**config.mk**
```make
export PLATFORM = sky130hd
export DESIGN_NAME = vga_timing
export DESIGN_NICKNAME = d
export VERILOG_FILES = /design/src/rtl/vga_timing.sv
export SDC_FILE = /design/constraint.sdc
export NUM_CORES = 1
export LEC_CHECK = 0
export ABC_AREA = 1
export CORE_MARGIN = 2
export CORE_UTILIZATION = 45
export DETAILED_ROUTE_END_ITERATION = 10
export PLACE_DENSITY = 0.77
export SLEW_MARGIN = 20
export SYNTH_ARGS = -nofsm -noshare
export SYNTH_HDL_FRONTEND = slang
export SYNTH_SLANG_ARGS = --single-unit
```
**constraint.sdc**
```tcl
create_clock -name vclk -period 2.48 [get_ports vclk]
set_clock_uncertainty 0.15 [all_clocks]
set_input_delay 0.62 -clock vclk [delete_from_list [all_inputs] [get_ports vclk]]
set_output_delay 0.62 -clock vclk [all_outputs]
set_load 0.005 [all_outputs]
```
**src/rtl/vga_timing.sv**
```systemverilog
// Raster timing generator: free-running pixel/line counters, sync and blank
// decode delayed to align with registered pixel data, and undelayed strobes.
module vga_timing #(
  parameter int unsigned H_VISIBLE  = 800,
  parameter int unsigned H_FRONT    = 56,
  parameter int unsigned H_SYNC     = 120,
  parameter int unsigned H_BACK     = 64,
  parameter int unsigned V_VISIBLE  = 600,
  parameter int unsigned V_FRONT    = 37,
  parameter int unsigned V_SYNC     = 6,
  parameter int unsigned V_BACK     = 23,
  parameter logic        SYNC_POL   = 1'b1,
  parameter int unsigned PIPE_DELAY = 1
) (
  input  logic        vclk,
  input  logic        rst,
  output logic [10:0] hcount,
  output logic [9:0]  vcount,
  output logic        hsync,
  output logic        vsync,
  output logic        blank,
  output logic        line_start,
  output logic        frame_start
);

  localparam int unsigned H_TOTAL = H_VISIBLE + H_FRONT + H_SYNC + H_BACK;
  localparam int unsigned V_TOTAL = V_VISIBLE + V_FRONT + V_SYNC + V_BACK;

  localparam logic [10:0] H_LAST   = 11'(H_TOTAL - 1);
  localparam logic [10:0] H_VIS    = 11'(H_VISIBLE);
  localparam logic [10:0] HS_FIRST = 11'(H_VISIBLE + H_FRONT);
  localparam logic [10:0] HS_LAST  = 11'(H_VISIBLE + H_FRONT + H_SYNC - 1);
  localparam logic [9:0]  V_LAST   = 10'(V_TOTAL - 1);
  localparam logic [9:0]  V_VIS    = 10'(V_VISIBLE);
  localparam logic [9:0]  VS_FIRST = 10'(V_VISIBLE + V_FRONT);
  localparam logic [9:0]  VS_LAST  = 10'(V_VISIBLE + V_FRONT + V_SYNC - 1);

  logic [10:0] hcount_q, hcount_d;
  logic [9:0]  vcount_q, vcount_d;
  logic        hs_raw, vs_raw, bl_raw;

  // Using >= rather than == means an upset counter still wraps instead of
  // running past the end of the raster.
  always_comb begin
    hcount_d = hcount_q + 11'd1;
    vcount_d = vcount_q;
    if (hcount_q >= H_LAST) begin
      hcount_d = 11'd0;
      if (vcount_q >= V_LAST) begin
        vcount_d = 10'd0;
      end else begin
        vcount_d = vcount_q + 10'd1;
      end
    end else begin
      hcount_d = hcount_q + 11'd1;
    end
  end

  always_ff @(posedge vclk or posedge rst) begin
    if (rst) begin
      hcount_q <= 11'd0;
      vcount_q <= 10'd0;
    end else begin
      hcount_q <= hcount_d;
      vcount_q <= vcount_d;
    end
  end

  always_comb begin
    if ((hcount_q >= HS_FIRST) && (hcount_q <= HS_LAST)) begin
      hs_raw = SYNC_POL;
    end else begin
      hs_raw = ~SYNC_POL;
    end
    if ((vcount_q >= VS_FIRST) && (vcount_q <= VS_LAST)) begin
      vs_raw = SYNC_POL;
    end else begin
      vs_raw = ~SYNC_POL;
    end
    if ((hcount_q >= H_VIS) || (vcount_q >= V_VIS)) begin
      bl_raw = 1'b1;
    end else begin
      bl_raw = 1'b0;
    end
  end

  generate
    if (PIPE_DELAY == 0) begin : g_nodelay
      assign hsync = hs_raw;
      assign vsync = vs_raw;
      assign blank = bl_raw;
    end else begin : g_delay
      logic [PIPE_DELAY-1:0] hs_q, hs_d;
      logic [PIPE_DELAY-1:0] vs_q, vs_d;
      logic [PIPE_DELAY-1:0] bl_q, bl_d;

      // Stage 0 takes the fresh decode; the top stage drives the output.
      always_comb begin
        hs_d    = hs_q << 1;
        vs_d    = vs_q << 1;
        bl_d    = bl_q << 1;
        hs_d[0] = hs_raw;
        vs_d[0] = vs_raw;
        bl_d[0] = bl_raw;
      end

      always_ff @(posedge vclk or posedge rst) begin
        if (rst) begin
          hs_q <= {PIPE_DELAY{~SYNC_POL}};
          vs_q <= {PIPE_DELAY{~SYNC_POL}};
          bl_q <= {PIPE_DELAY{1'b1}};
        end else begin
          hs_q <= hs_d;
          vs_q <= vs_d;
          bl_q <= bl_d;
        end
      end

      assign hsync = hs_q[PIPE_DELAY-1];
      assign vsync = vs_q[PIPE_DELAY-1];
      assign blank = bl_q[PIPE_DELAY-1];
    end
  endgenerate

  // Strobes are gated by rst so they stay quiet while the counters sit at 0.
  always_comb begin
    if (!rst && (hcount_q == 11'd0)) begin
      line_start = 1'b1;
    end else begin
      line_start = 1'b0;
    end
    if (!rst && (hcount_q == 11'd0) && (vcount_q == 10'd0)) begin
      frame_start = 1'b1;
    end else begin
      frame_start = 1'b0;
    end
  end

  assign hcount = hcount_q;
  assign vcount = vcount_q;

endmodule

```
==> results by group <==
STA
  • Max frequency: 420.6 MHz
  • RSZ-0062 raised after global routing: no
  • Final TNS setup: 0 ns
  • Final Cycle Share: 95.86%
  • Setup-failing EPs final: 0
  • Max transition margin: 67.35%
  • Post-route minimum period: 2.377 ns
  • Max-slew violation count: 0
  • Worst slew pin tran: 0.4860 ns
  • Worst Slack Setup Final: 0.1027 ns
  • Final hold vios: 0

Synth
  • Post-synth ARST share: 100.0%
  • Most common cell in the netlist: nand2_1
  • Yosys warns: 0
  • Synth cell types: 25
  • Post-synthesis sequential area ratio: 40.25%
  • Synthesized cell area: 1495 um^2
  • Post-Syn Instances: 203
  • Post-Syn Nets: 211
  • Top FF cell, synth: dfrtp_1
  • Top-area cell type share of the netlist area: 38.49%
  • Commonest cells in the netlist: nand2_1, nor2_1, inv_1
  • Top post-synthesis cells by area: dfrtp_1, nand2_1, nor2_1
  • Flip-flop and latch count after synthesis: 24
  • Post-synth EDFFs: 0
  • Largest area contributor in the netlist: dfrtp_1
  • Syn_area_per_cell: 7.365 um^2

Power
  • Peak supply drop: 0.2225 mV
  • Pwr Total: 0.5820 mW
  • Pwr/cell area: 295.1 nW/um^2
  • Static leakage: 1.005 nW

Die
  • Die ar.: 3799 um^2
  • I/O pins: 28
  • Initial Util: 48.19%
  • Die width: 61.64 um
  • Num rows: 20
  • Core area: 3103 um^2
  • DIE HEIGHT: 61.64 um

Clock tree
  • Root Buffer: clkbuf_4
  • CTS tree: done
  • H-tree lvl count: 1
  • Sink Count: 24
  • Reg clk slew, reported paths: 0.13 ns
  • CTS buffer count: 3
  • Worst-Skew Late Latency: 0.32 ns
  • CTS Hold Bufs: 0
  • Max Root-Sink Buffers: 2

Setup path
  • Crit start category: primary input
  • Setup crit end kind: output pin
  • CP max FO: 2
  • Worst EP required: 1.71 ns
  • Setup slack, reg-to-reg: 0.42 ns
  • Critical path type: in2out
  • Critical path arrival: 1.61 ns

Drt
  • Via density: 4.925
  • Remaining DRCs: 0
  • First-pass detailed-route iteration total: 4
  • Routed vias: 1,453
  • Post-DRT Antenna Nets: 0
  • Post-Route WL: 3502 um
  • First-iteration detailed-routing DRC count: 58
  • Routed wire per std cell: 11.87 um

GRT
  • Total GRT Usage: 20.54%
  • First-pass GRT wire length: 5782 um
  • Pin count of the biggest net entering global routing: 27
  • Total gr overflow: 0
  • Antenna violations before repair: 0
  • Vias in the first global route: 1,273

Run status
  • Status: finished clean

Layout
  • Area grow syn2layout: 31.88%
  • Nets@finish: 260
  • Layout cells sized above 1: 16.73%
  • Cell area after layout: 1972 um^2
  • # fillers: 305
  • Final antenna diode count: 0

Place
  • Placer congestion estimate: 0.8264
  • Post-DP HPWL: 2610 um
  • PortBufs: 27
  • Worst slack, placed: -0.4113 ns
  • Placed instance area: 1917 um^2

Hold path
  • Hold WC Path Type: in2async

Flow run
  • Max Cap Viol: 0
-- power by group --
| group | switching (mW) | internal (mW) |
|---|---|---|
| combinational | 0.00796 | 0.00197 |
| sequential | 0 | 0.391 |
| clock | 0.118 | 0.0630 |
-- path summary, 6_finish.rpt --
check,start,to,depth (start not counted)
worst max-delay path,rst,frame_start,6
worst min-delay path,rst,vcount[7]$_DFFE_PP0P_,3
worst max register to register,hcount[1]$_DFF_PP0_,hcount[8]$_DFF_PP0_,12
worst min register to register,hcount[0]$_DFF_PP0_,hcount[0]$_DFF_PP0_,2
max in group asynchronous,rst,blank$_DFF_PP1_,3
min in group vclk,hcount[0]$_DFF_PP0_,hcount[0]$_DFF_PP0_,2
-- cell type report --
class                           count  area, um^2  area share (%)
Timing Repair Buffer               47       409.1           20.75
Clock buffer                        4       26.28           1.332
Inverter                           27       101.3           5.140
Multi-Input combinational cell    149       778.2           39.47
Sequential cell                    24       601.8           30.52
Tap cell                           44       55.05           2.792
-- critical path, cell delays in order --
cell	delay, ns
dlygate4sd2_1	0.23
inv_1	0.06
nand4_1	0.17
buf_4	0.19
nor4_4	0.18
buf_2	0.15
-- layout by cell type (no fill, tap or decap), types with 2 or more instances in the layout --
cell,n
xor2_1,6
o21ai_1,4
nor2_1,32
buf_2,2
nor2_2,2
a21oi_1,7
nand3_1,15
nand2_1,51
ha_1,6
o21ai_0,4
nor3_2,4
dfrtp_1,23
inv_2,2
clkdlybuf4s50_1,24
inv_1,25
clkbuf_4,3
nor3_1,3
nand4_1,5
nand2_2,4
buf_4,20
-- metal layers --
layer	wire length, um	global-route usage (%)	vias to the layer above
met3	142	2.101	6
met2	1582	30.38	37
met1	1715	30.80	668
met4	61	7.903	0
met5	0	0	-
li1	-	-	742
-- through the flow --
stage                     cells  util, %  hold slack [ns]
final                       295    63.55           0.3282
after global routing        295    63.55           0.3674
after CTS                   294    63.02           0.3288
after detailed placement    288    61.77           0.3929
after global placement      288    61.77           0.3900
after floorplan             203        -           0.3534
-- kinds of logic after synthesis --
group	count (synthesis)	share of synthesized area [%]
flip-flops	24	40.25
buffers and inverters	30	8.870
AND/OR/NAND/NOR	120	36.23
AO/OA/AOI/OAI	17	6.109
adder cells (fa/ha/maj)	6	5.021
XOR/XNOR	6	3.515
-- state kept, by name, indices dropped and copies added, names as in the netlist --
signal / count
hcount: 11
vcount: 10
blank: 1
hsync: 1
vsync: 1
-- timing repair --
item / CTS / global route
resized for setup: 11 / 1
pin swaps: 2 / 1
buffers inserted: 2 / 1
endpoints found under the setup margin: 2 / 1
Note: power is estimated with default switching activity, not from simulation.
